File: src/rtl/mem_access_ctrl.sv
// mem_access_ctrl: memory-stage load/store sequencer driving a split read/write valid/ready bus
module mem_access_ctrl #(
  parameter int unsigned TIMEOUT_CYC = 255
) (
  input  logic        CLK,
  input  logic        RST,
  input  logic        A_VALID,
  input  logic        A_LOAD,
  input  logic        A_STORE,
  input  logic [2:0]  A_FUNCT3,
  input  logic [31:0] A_ADDR,
  input  logic [31:0] A_WDATA,
  output logic        STALL,
  output logic        M_LOAD_VALID,
  output logic [31:0] M_LOAD_DATA,
  output logic        M_ERR,
  output logic [31:0] RD_ADDR,
  output logic        RD_VALID,
  input  logic        RD_READY,
  input  logic [31:0] RD_DATA,
  input  logic        RD_DVALID,
  output logic [31:0] WR_ADDR,
  output logic [31:0] WR_DATA,
  output logic [3:0]  WR_STRB,
  output logic        WR_VALID,
  input  logic        WR_READY
);
  typedef enum logic [2:0] {IDLE, RD_REQ, RD_WAIT, WR_REQ, DONE} state_t;
  state_t      state_q;
  logic [1:0]  off_q;
  logic [2:0]  f3_q;
  logic [31:0] cnt_q;
  logic        accept, bad, to_hit;
  logic [7:0]  b;
  logic [15:0] h;
  logic [31:0] ld_d, wdata_d;
  logic [3:0]  strb_d;
  // accept/legality decode, timeout detect, load extraction and store lane steering
  always_comb begin
    accept  = state_q == IDLE && A_VALID && (A_LOAD || A_STORE);
    bad     = (A_LOAD && A_STORE)
           || (A_LOAD ? !(A_FUNCT3 inside {3'b000, 3'b001, 3'b010, 3'b100, 3'b101})
                      : !(A_FUNCT3 inside {3'b000, 3'b001, 3'b010}))
           || (A_FUNCT3[1:0] == 2'b01 && A_ADDR[0])
           || (A_FUNCT3[1:0] == 2'b10 && A_ADDR[1:0] != 2'b00);
    to_hit  = TIMEOUT_CYC != 0 && cnt_q == TIMEOUT_CYC - 1;
    STALL   = accept || state_q == RD_REQ || state_q == RD_WAIT || state_q == WR_REQ;
    b       = RD_DATA[{off_q, 3'b000} +: 8];
    h       = RD_DATA[{off_q[1], 4'b0000} +: 16];
    ld_d    = f3_q == 3'b000 ? {{24{b[7]}}, b}
            : f3_q == 3'b001 ? {{16{h[15]}}, h}
            : f3_q == 3'b100 ? {24'b0, b}
            : f3_q == 3'b101 ? {16'b0, h}
            : RD_DATA;
    strb_d  = A_FUNCT3[1:0] == 2'b00 ? 4'b0001 << A_ADDR[1:0]
            : A_FUNCT3[1:0] == 2'b01 ? (A_ADDR[1] ? 4'b1100 : 4'b0011)
            : 4'b1111;
    wdata_d = A_FUNCT3[1:0] == 2'b00 ? {4{A_WDATA[7:0]}}
            : A_FUNCT3[1:0] == 2'b01 ? {2{A_WDATA[15:0]}}
            : A_WDATA;
  end
  // access FSM with registered bus requests and one-cycle result/error pulses
  always_ff @(posedge CLK) begin
    if (RST) begin
      state_q      <= IDLE;
      off_q        <= '0;
      f3_q         <= '0;
      cnt_q        <= '0;
      M_LOAD_VALID <= 1'b0;
      M_LOAD_DATA  <= '0;
      M_ERR        <= 1'b0;
      RD_ADDR      <= '0;
      RD_VALID     <= 1'b0;
      WR_ADDR      <= '0;
      WR_DATA      <= '0;
      WR_STRB      <= '0;
      WR_VALID     <= 1'b0;
    end else begin
      M_LOAD_VALID <= 1'b0;
      M_ERR        <= 1'b0;
      case (state_q)
        IDLE: begin
          cnt_q <= '0;
          if (accept) begin
            off_q <= A_ADDR[1:0];
            f3_q  <= A_FUNCT3;
            if (bad) begin
              state_q <= DONE;
              M_ERR   <= 1'b1;
            end else if (A_LOAD) begin
              state_q  <= RD_REQ;
              RD_VALID <= 1'b1;
              RD_ADDR  <= {A_ADDR[31:2], 2'b00};
            end else begin
              state_q  <= WR_REQ;
              WR_VALID <= 1'b1;
              WR_ADDR  <= {A_ADDR[31:2], 2'b00};
              WR_STRB  <= strb_d;
              WR_DATA  <= wdata_d;
            end
          end
        end
        RD_REQ: begin
          cnt_q <= cnt_q + 1;
          if (to_hit) begin
            state_q  <= DONE;
            RD_VALID <= 1'b0;
            M_ERR    <= 1'b1;
          end else if (RD_READY) begin
            state_q  <= RD_WAIT;
            RD_VALID <= 1'b0;
          end
        end
        RD_WAIT: begin
          cnt_q <= cnt_q + 1;
          if (RD_DVALID) begin
            state_q      <= DONE;
            M_LOAD_VALID <= 1'b1;
            M_LOAD_DATA  <= ld_d;
          end else if (to_hit) begin
            state_q <= DONE;
            M_ERR   <= 1'b1;
          end
        end
        WR_REQ: begin
          cnt_q <= cnt_q + 1;
          if (WR_READY) begin
            state_q  <= DONE;
            WR_VALID <= 1'b0;
          end else if (to_hit) begin
            state_q  <= DONE;
            WR_VALID <= 1'b0;
            M_ERR    <= 1'b1;
          end
        end
        DONE: begin
          state_q <= IDLE;
          cnt_q   <= '0;
        end
        default: state_q <= IDLE;
      endcase
    end
  end
endmodule

File: config.mk
export PLATFORM = sky130hd
export DESIGN_NAME = mem_access_ctrl
export DESIGN_NICKNAME = d
export VERILOG_FILES = /design/src/rtl/mem_access_ctrl.sv
export SDC_FILE = /design/constraint.sdc
export NUM_CORES = 1
export LEC_CHECK = 0
export BUFFER_PORTS_ARGS = -buffer_cell sky130_fd_sc_hd__clkbuf_2
export CORE_ASPECT_RATIO = 1.5
export CORE_MARGIN = 3
export CORE_UTILIZATION = 40
export DETAILED_ROUTE_END_ITERATION = 10
export PLACE_DENSITY_LB_ADDON = 0.1
export SLEW_MARGIN = 20
export SYNTH_ARGS = -nofsm -noshare
export SYNTH_HDL_FRONTEND = slang
export SYNTH_SLANG_ARGS = --single-unit
export TNS_END_PERCENT = 5
File: constraint.sdc
create_clock -name CLK -period 3 [get_ports CLK]
set_input_delay 0 -clock CLK [delete_from_list [all_inputs] [get_ports CLK]]
set_output_delay 0 -clock CLK [all_outputs]
set_load 0.03 [all_outputs]
==> flow_summary.ini, run 1 <==
[routing]
drt_iter0_drc = 380
antenna_left = 0
viasPerCell = 5.06
wl_per_cell_um = 15.4
route.vias.total = 7453
drt_pass1_iterations = 4
drc = 0
wirelength_um = 22700

[sta]
slew_headroom = 0.461
finClkSkew_ns = 0.00943
hold_viol_final = 0
setup_slack_ns = 0.670
fin_tns_setup_ns = 0
slew_viol_final = 0
finalCriticalPeriod_ns = 2.33
rsz0062_at_grt = no
worst_slew_pin_slew_ns = 0.807
post-route-period-util = 0.777
fmax_mhz = 429
setup_viol = 0

[cts]
cts_tree = yes
clock_latency_ns = 0.43
cts_buffers = 17
cts-resized-gates = 0
root_buffer = clkbuf_16
clockBufferDepth = 2
path_clk_slew_ns = 0.07
htree_levels = 4
clock_sinks = 172

[logic_synthesis]
synth-compound-area-share = 0.169
ys_ff_latch = 172
synth.most_common_cell = nand2_1
synth_ff_type = dfxtp_1
yosys_warnings = 0
synthTopCellsByCount = 193 x nand2_1, 172 x dfxtp_1, 102 x nor2_1, 87 x a21oi_1, 44 x a211oi_1
synth_top_area_frac = 0.453
synth.area.top_cells = dfxtp_1 45%, nand2_1 9.5%, a21oi_1 5.7%
synth_area_leader_cell = dfxtp_1
avgSynthCellArea_um2 = 8.44
synth_top_family_by_area = simple AND/OR/NAND/NOR gates
syn_area_mm2 = 0.00759
synth-seq-area-share = 0.453
synthSimpleGateAreaFrac = 0.236
synthCells = 900
synth_edf_count = 0
synth.area.mux_share = 0.0493
synthAdderAreaFrac = 0.00329
synth_xor_area_frac = 0.0346
postSynth.asyncResetShare = 0
synth_cell_types = 64

[critical_path]
crit_path_start_kind = register
crit_path_max_fanout = 30
end_kind = register
required_ns = 3.31
critPathKind = register to register
cp.arrival_ns = 2.64

[grt]
grt_util_met2 = 0.386
antenna_found_initial = 1
busiest_layer = met2
grt_max_degree = 60
grt_use_total = 0.216
grt_pass1_vias = 7106
gr-usage-met3 = 0.0492
grt_use_met1 = 0.247
grt_pass1_wl_um = 36500
grt_overflow_total = 0

[floorplanning]
start_util = 0.408
io_pins = 244
core_area_mm2 = 0.0186
die-area_mm2 = 0.0207
die_h_um = 175
die_w_um = 119
num_rows = 61

[place]
gp_congestion = 0.797
post_dp_cell_area_mm2 = 0.00886
dp_slack_ns = 0.716
portBuffers = 239
dp_hpwl_um = 15500

[power]
ir_drop_mv = 0.349
pwr-share-comb = 0.114
p_per_area_mw_per_mm2 = 496
pwr-share-clk = 0.435
switching_share = 0.257
p_seq_frac = 0.451
p_int_uw = 3870
leakage_uw = 0.00418
power_switching_uw = 1340

[layout]
nets = 1316
drive_gt1_frac = 0.259
fin_area_mm2 = 0.0105
synthToLayoutAreaGrowth_pct = 38.1

[hold_path]
hold_class = input pin to register

[status]
run_status = completed

[run]
max_cap_violations = 0
==> final cells by class <==
class / count / area (um^2)
inverters: 13 / 48.8
clock buffers: 19 / 453
repair buffers: 353 / 2310
flip-flops and latches: 172 / 3440
clock inverters: 13 / 155
fillers: 1830 / 8130
diodes: 1 / 2.50
well taps: 252 / 315
multi-input cells: 650 / 3760
==> cells in the final DEF, fill, tap and decap left out, types with 8 or more instances in the layout <==
cell and n:
a211oi_1 44, a21oi_1 87, a22oi_1 8, and3_1 8
buf_4 13, clkbuf_16 17, clkbuf_2 238, dfxtp_1 172
dlygate4sd3_1 102, inv_1 12, mux2i_1 34, nand2_1 193
nand3_1 9, nor2_1 102, nor3_1 9, o211ai_1 11
xnor2_1 23
==> worst max-delay path: stages (launching register included) <==
cell and delay [ns]:
dfxtp_1 0.40, nor3_2 0.25, nand2_2 0.18, or3_1 0.38
buf_4 0.25, nand2_1 0.11, a21oi_1 0.07, dlygate4sd3_1 0.57
==> registers in the layout, indices dropped and copies added (netlist names) <==
register and cells:
cnt_q 32, WR_VALID 1, RD_ADDR 30, M_LOAD_VALID 1, state_q 3, WR_ADDR 30
off_q 2, WR_DATA 32, M_LOAD_DATA 32, WR_STRB 4, RD_VALID 1, M_ERR 1
f3_q 3
==> final timing paths <==
| check | start | end | slack [ns] | depth (start not counted) |
|---|---|---|---|---|
| max | state_q[1] | RD_ADDR[18] | 0.67 | 7 |
| min | RD_DATA[8] | M_LOAD_DATA[8] | 0.02 | 3 |
| max reg2reg | state_q[1] | RD_ADDR[18] | 0.67 | 7 |
| min reg2reg | WR_ADDR[3] | WR_ADDR[3] | 0.45 | 2 |
==> power by group through the flow <==
stage	Clock [uW]	Combinational, uW	Sequential [uW]
after CTS	2330	593	2350
after detailed placement	0	489	2400
final	2260	593	2350
after global routing	2430	645	2360
after floorplan	0	264	2450
after global placement	0	487	2400
==> stage by stage <==
stage                     hold slack [ns]  utilization  instances  total power, uW
after floorplan                     0.136            -        903             2710
after global placement              0.243        0.476       1338             2890
after detailed placement            0.247        0.476       1338             2890
after CTS                        0.000246        0.563       1472             5270
after global routing               0.0142        0.563       1473             5430
final                              0.0201        0.563       1473             5210
==> kinds of logic (layout without fill, tap and decap cells) <==
kind of cell | Yosys count | count (layout)
simple gates | 383 | 383
compound gates | 195 | 195
flops | 172 | 172
buf+inv | 81 | 398
mux | 36 | 36
xor+xnor | 30 | 30
fa+ha+maj | 2 | 2
other cells | 1 | 5
==> timing repair <==
item	CTS	global route
buffers inserted	0	0
endpoints found under the hold margin	126	0
hold buffers	102	0
==> layer usage <==
| metal | wire (um) | vias up |
|---|---|---|
| met5 | 0 | - |
| met4 | 734 | 0 |
| met3 | 1190 | 41 |
| met2 | 11600 | 213 |
| met1 | 9120 | 3477 |
| li1 | - | 3722 |
No activity file was read; power rests on OpenSTA's default activity.
==> run 2, diff against run 1 <==
==> constraint.sdc (replaced) <==
create_clock -name CLK -period 1.9 [get_ports CLK]
set_input_delay 0 -clock CLK [delete_from_list [all_inputs] [get_ports CLK]]
set_output_delay 0 -clock CLK [all_outputs]
set_load 0.03 [all_outputs]
==> flow_summary.ini, run 2 (same netlist as run 1, synthesis figures left out) <==
[status]
run_status = completed

[critical_path]
critPathKind = register to register
path_cells = inv_1 > ha_1 > nor4b_1 > nand4_1 > nor3_4 > or4_1 > a211oi_2
crit_path_max_fanout = 6
crit_path_start_kind = register
cp.arrival_ns = 2.13
cp_slowest_cell = or4_1
required_ns = 2.24
cpPeakStageDelay_ns = 0.51
end_kind = register

[sta]
setup_viol = 0
slew_headroom = 0.402
fin_hold_ws_ns = 0.0290
fmax_mhz = 557
finalCriticalPeriod_ns = 1.80
hold_viol_final = 0
slew_viol_final = 0
post-route-period-util = 0.946
setup_slack_ns = 0.103
finClkSkew_ns = 0.0118
worst_slew_pin_slew_ns = 0.897

[layout]
nets = 1332
fin_area_mm2 = 0.0107
drive_gt1_frac = 0.273
final_cell_mix = 238 x clkbuf_2, 193 x nand2_1, 170 x dfxtp_1
top_regs = M_LOAD_DATA (32), WR_DATA (32), cnt_q (32)
finalNonFillerCells = 1489
n_fill_cell = 1788
synthToLayoutAreaGrowth_pct = 40.7
mostFrequentLayoutCell = clkbuf_2

[floorplanning]
start_util = 0.408
die-area_mm2 = 0.0207
die_w_um = 119
die_h_um = 175
num_rows = 61
core_area_mm2 = 0.0186
io_pins = 244

[place]
dp_hpwl_um = 15600
place_inst = 1357
gp_congestion = 0.793
portBuffers = 239
post_dp_cell_area_mm2 = 0.00906
dp_slack_ns = 0.0425

[routing]
viasPerCell = 4.99
drc = 0
wirelength_um = 23000
drt_iter0_drc = 362
wl_per_cell_um = 15.5
route.vias.total = 7426
antenna_left = 0
drt_pass1_iterations = 5

[cts]
cts_tree = yes
clockBufferDepth = 2
cts_buffers = 17
htree_levels = 4
clock_latency_ns = 0.43
clock_sinks = 172
root_buffer = clkbuf_16
path_clk_slew_ns = 0.07

[grt]
grt_max_degree = 84
grt_pass1_wl_um = 37100
antenna_found_initial = 1
grt_overflow_total = 0
grt_pass1_vias = 7407
grt_use_total = 0.218

[power]
pwr-share-comb = 0.118
ir_drop_mv = 0.641
p_int_uw = 6200
p_per_area_mw_per_mm2 = 780
leakage_uw = 0.00427
switching_share = 0.256
pwr-share-clk = 0.438
p_seq_frac = 0.444
power_switching_uw = 2130

[hold_path]
hold_class = input pin to register

[run]
max_cap_violations = 0
## run 2: changes by cell type in the layout (fill, tap and decap cells not counted), sizes merged
| cell | before | now |
|---|---|---|
| buf | 13 | 32 |
| bufinv | 2 | 3 |
| clkbuf | 257 | 256 |
| clkinv | 4 | 5 |
| dlygate4sd3 | 102 | 99 |
| inv | 18 | 17 |
## run 2: worst max-delay path, delay by kind of cell (launching register included)
family,cells,cell delay [ns]
flops,1,0.36
buf+inv,1,0.05
compound gates,1,0.24
simple gates,4,0.86
fa+ha+maj,1,0.20
## run 2: path summary, 6_finish.rpt
path / to / cells after the start / slack [ns] / from
setup / recovery: RD_VALID / 7 / 0.10 / cnt_q[0]
hold / removal: M_LOAD_DATA[8] / 3 / 0.03 / RD_DATA[8]
setup reg to reg: RD_VALID / 7 / 0.10 / cnt_q[0]
hold reg to reg: WR_ADDR[19] / 2 / 0.45 / WR_ADDR[19]
## run 2: what timing repair did
action | 4_1_cts | 5_1_grt
hold endpoints to repair | 131 | 0
setup buffers | 0 | 0
endpoints found under the setup margin | 0 | 8
gates resized for setup | 0 | 4
hold buffers | 99 | 0
## run 2: cell type report
cell class	count	area (um^2)	area share
multi-input cells	650	3770	0.353
flip-flops and latches	172	3450	0.323
repair buffers	369	2490	0.233
clock buffers	18	429	0.0402
well taps	252	315	0.0295
clock inverters	14	184	0.0172
inverters	13	48.8	0.00457
diodes	1	2.50	0.000234
## run 2: through the flow
stage,setup TNS (ns),power [uW],util
floorplan,0,4280,-
global placement,0,4590,0.487
detailed placement,0,4600,0.487
CTS,0,8410,0.573
global route,-0.00423,8640,0.574
finish,0,8330,0.574
## run 2: layer usage
| layer | track usage | vias to the layer above | wire length (um) |
|---|---|---|---|
| met5 | 0 | - | 0 |
| met4 | 0.0913 | 0 | 673 |
| met3 | 0.0460 | 43 | 1050 |
| met2 | 0.391 | 216 | 11800 |
| met1 | 0.252 | 3421 | 9510 |
| li1 | - | 3746 | - |
## run 2: power by group through the flow
stage | logic, uW | registers (uW) | clock network [uW]
global placement | 814 | 3780 | 0
detailed placement | 815 | 3780 | 0
floorplan | 417 | 3860 | 0
global route | 1070 | 3700 | 3860
finish | 986 | 3700 | 3650
CTS | 980 | 3700 | 3730
==> run 3, diff against run 2 <==
--- a/config.mk
+++ b/config.mk
@@ -6,11 +6,11 @@
 export NUM_CORES = 1
 export LEC_CHECK = 0
 export BUFFER_PORTS_ARGS = -buffer_cell sky130_fd_sc_hd__clkbuf_2
-export CORE_ASPECT_RATIO = 1.5
 export CORE_MARGIN = 3
-export CORE_UTILIZATION = 40
+export CORE_UTILIZATION = 46
 export DETAILED_ROUTE_END_ITERATION = 10
 export PLACE_DENSITY_LB_ADDON = 0.1
+export RECOVER_POWER = 25
 export SLEW_MARGIN = 20
 export SYNTH_ARGS = -nofsm -noshare
 export SYNTH_HDL_FRONTEND = slang
==> flow_summary.ini, run 3 (same netlist as run 1, synthesis figures left out) <==
[layout]
mostFrequentLayoutCell = nand2_1
fin_area_mm2 = 0.0105
nets = 1331
top_regs = M_LOAD_DATA (32), WR_DATA (32), cnt_q (32)
final_cell_mix = 193 x nand2_1, 170 x dfxtp_1, 162 x clkbuf_2
n_fill_cell = 1428
antennaDiodeCount = 0
synthToLayoutAreaGrowth_pct = 38.3
drive_gt1_frac = 0.211

[grt]
grt_use_total = 0.249
grt_max_degree = 80
grt_use_met1 = 0.320
busiest_layer = met2
grt_pass1_wl_um = 36900
grt_util_met2 = 0.409
grt_overflow_total = 0
antenna_found_initial = 0
gr-usage-met3 = 0.0693
grt_pass1_vias = 7195

[power]
pwr-share-comb = 0.121
switching_share = 0.259
leakage_uw = 0.00399
p_int_uw = 6030
power_switching_uw = 2110
pwr-share-clk = 0.424
p_seq_frac = 0.455
finalPower_uw = 8140
ir_drop_mv = 0.658
p_per_area_mw_per_mm2 = 775

[sta]
rsz0062_at_grt = no
finalCriticalPeriod_ns = 1.76
slew_viol_final = 0
setup_viol = 0
fmax_mhz = 567
fin_tns_setup_ns = 0
hold_viol_final = 0
fin_hold_ws_ns = 0.0425
post-route-period-util = 0.928
slew_headroom = 0.570
finClkSkew_ns = 0.00970
worst_slew_pin_slew_ns = 0.644

[cts]
cts_buffers = 17
clock_sinks = 172
cts_tree = yes
root_buffer = clkbuf_16
clockBufferDepth = 2
clock_latency_ns = 0.43
path_clk_slew_ns = 0.06
htree_levels = 4

[place]
dp_hpwl_um = 15100
post_dp_cell_area_mm2 = 0.00903
gp_congestion = 0.841
portBuffers = 239

[routing]
drc = 0
drt_pass1_iterations = 5
wl_per_cell_um = 15.9
antenna_left = 0
viasPerCell = 5.25
route.vias.total = 7623
wirelength_um = 23100
drt_iter0_drc = 430

[hold_path]
hold_class = input pin to register
min_to = M_LOAD_DATA[9]
hp-start = RD_DATA[9]
min_path_cells = 3

[critical_path]
r2r_end = state_q[2]
end_kind = register
crit_path_max_fanout = 6
worstRegToRegCells = 5
cp.arrival_ns = 2.13
crit_path_start_kind = register
rr_startpoint = cnt_q[3]
critPathKind = register to register
r2r_slack_ns = 0.14
required_ns = 2.27

[status]
run_status = completed

[floorplanning]
num_rows = 46
die_w_um = 134
die-area_mm2 = 0.0181
start_util = 0.475
core_area_mm2 = 0.0160
io_pins = 244
die_h_um = 134

[run]
max_cap_violations = 0
run 3: cell types whose count changed in the layout (fill, tap and decap cells not counted), sizes merged:
cell / delta
diode: -1
inv: -3
clkinv: +3
clkinvlp: +1
dlygate4sd3: -1
bufinv: -1
run 3: how the worst max path moves through the flow:
| stage | startpoint | to | slack [ns] | depth (start not counted) |
|---|---|---|---|---|
| 2_1_floorplan | cnt_q[0] | RD_VALID | 0.21 | 7 |
| 3_3_place_gp | cnt_q[0] | RD_VALID | 0.13 | 7 |
| 3_5_place_dp | cnt_q[0] | RD_VALID | 0.10 | 7 |
| 4_1_cts | cnt_q[0] | RD_VALID | 0.07 | 7 |
| 5_1_grt | cnt_q[3] | state_q[2] | 0.02 | 5 |
| 6_report | cnt_q[3] | state_q[2] | 0.14 | 5 |
run 3: metal layers:
metal  routed length, um  vias up  part of all wire
met2               11000      276              0.48
li1                    -     3750                 -
met1                9820     3552              0.43
met3                1660       45             0.072
met5                   0        -                 0
met4                 527        0             0.023
run 3: repair_timing:
item                                   in CTS  in global routing
resized for setup                           0                  4
hold buffers                               98                  0
buffers inserted                            0                  0
setup endpoints to repair                   0                  6
endpoints found under the hold margin     131                  0
run 3: critical path, cell delays in order (launching register included):
cell	delay, ns
dfxtp_1	0.40
nand2_1	0.15
or4_4	0.52
nor3_4	0.31
a21boi_0	0.21
o21a_1	0.12
run 3: area by class of cell:
cell class,instances,area [um^2],share of cell area
clock buffers,18,429,0.0409
flip-flops and latches,172,3450,0.328
repair buffers,368,2390,0.228
inverters,13,48.8,0.00465
clock inverters,14,146,0.0139
well taps,216,270,0.0257
multi-input cells,650,3770,0.359
run 3: metrics by stage:
step	util	worst slack (ns)	instances
3_3_place_gp	0.564	0.127	1321
3_5_place_dp	0.564	0.100	1321
2_1_floorplan	-	0.209	903
6_report	0.656	0.137	1451
5_1_grt	0.656	0.0168	1451
4_1_cts	0.662	0.0718	1451
run 3: power groups by stage:
stage               Sequential, uW  Combinational (uW)  Clock (uW)
finish                        3700                 987        3450
global route                  3710                1060        3650
CTS                           3700                 980        3520
detailed placement            3780                 815           0
global placement              3780                 812           0
floorplan                     3860                 417           0
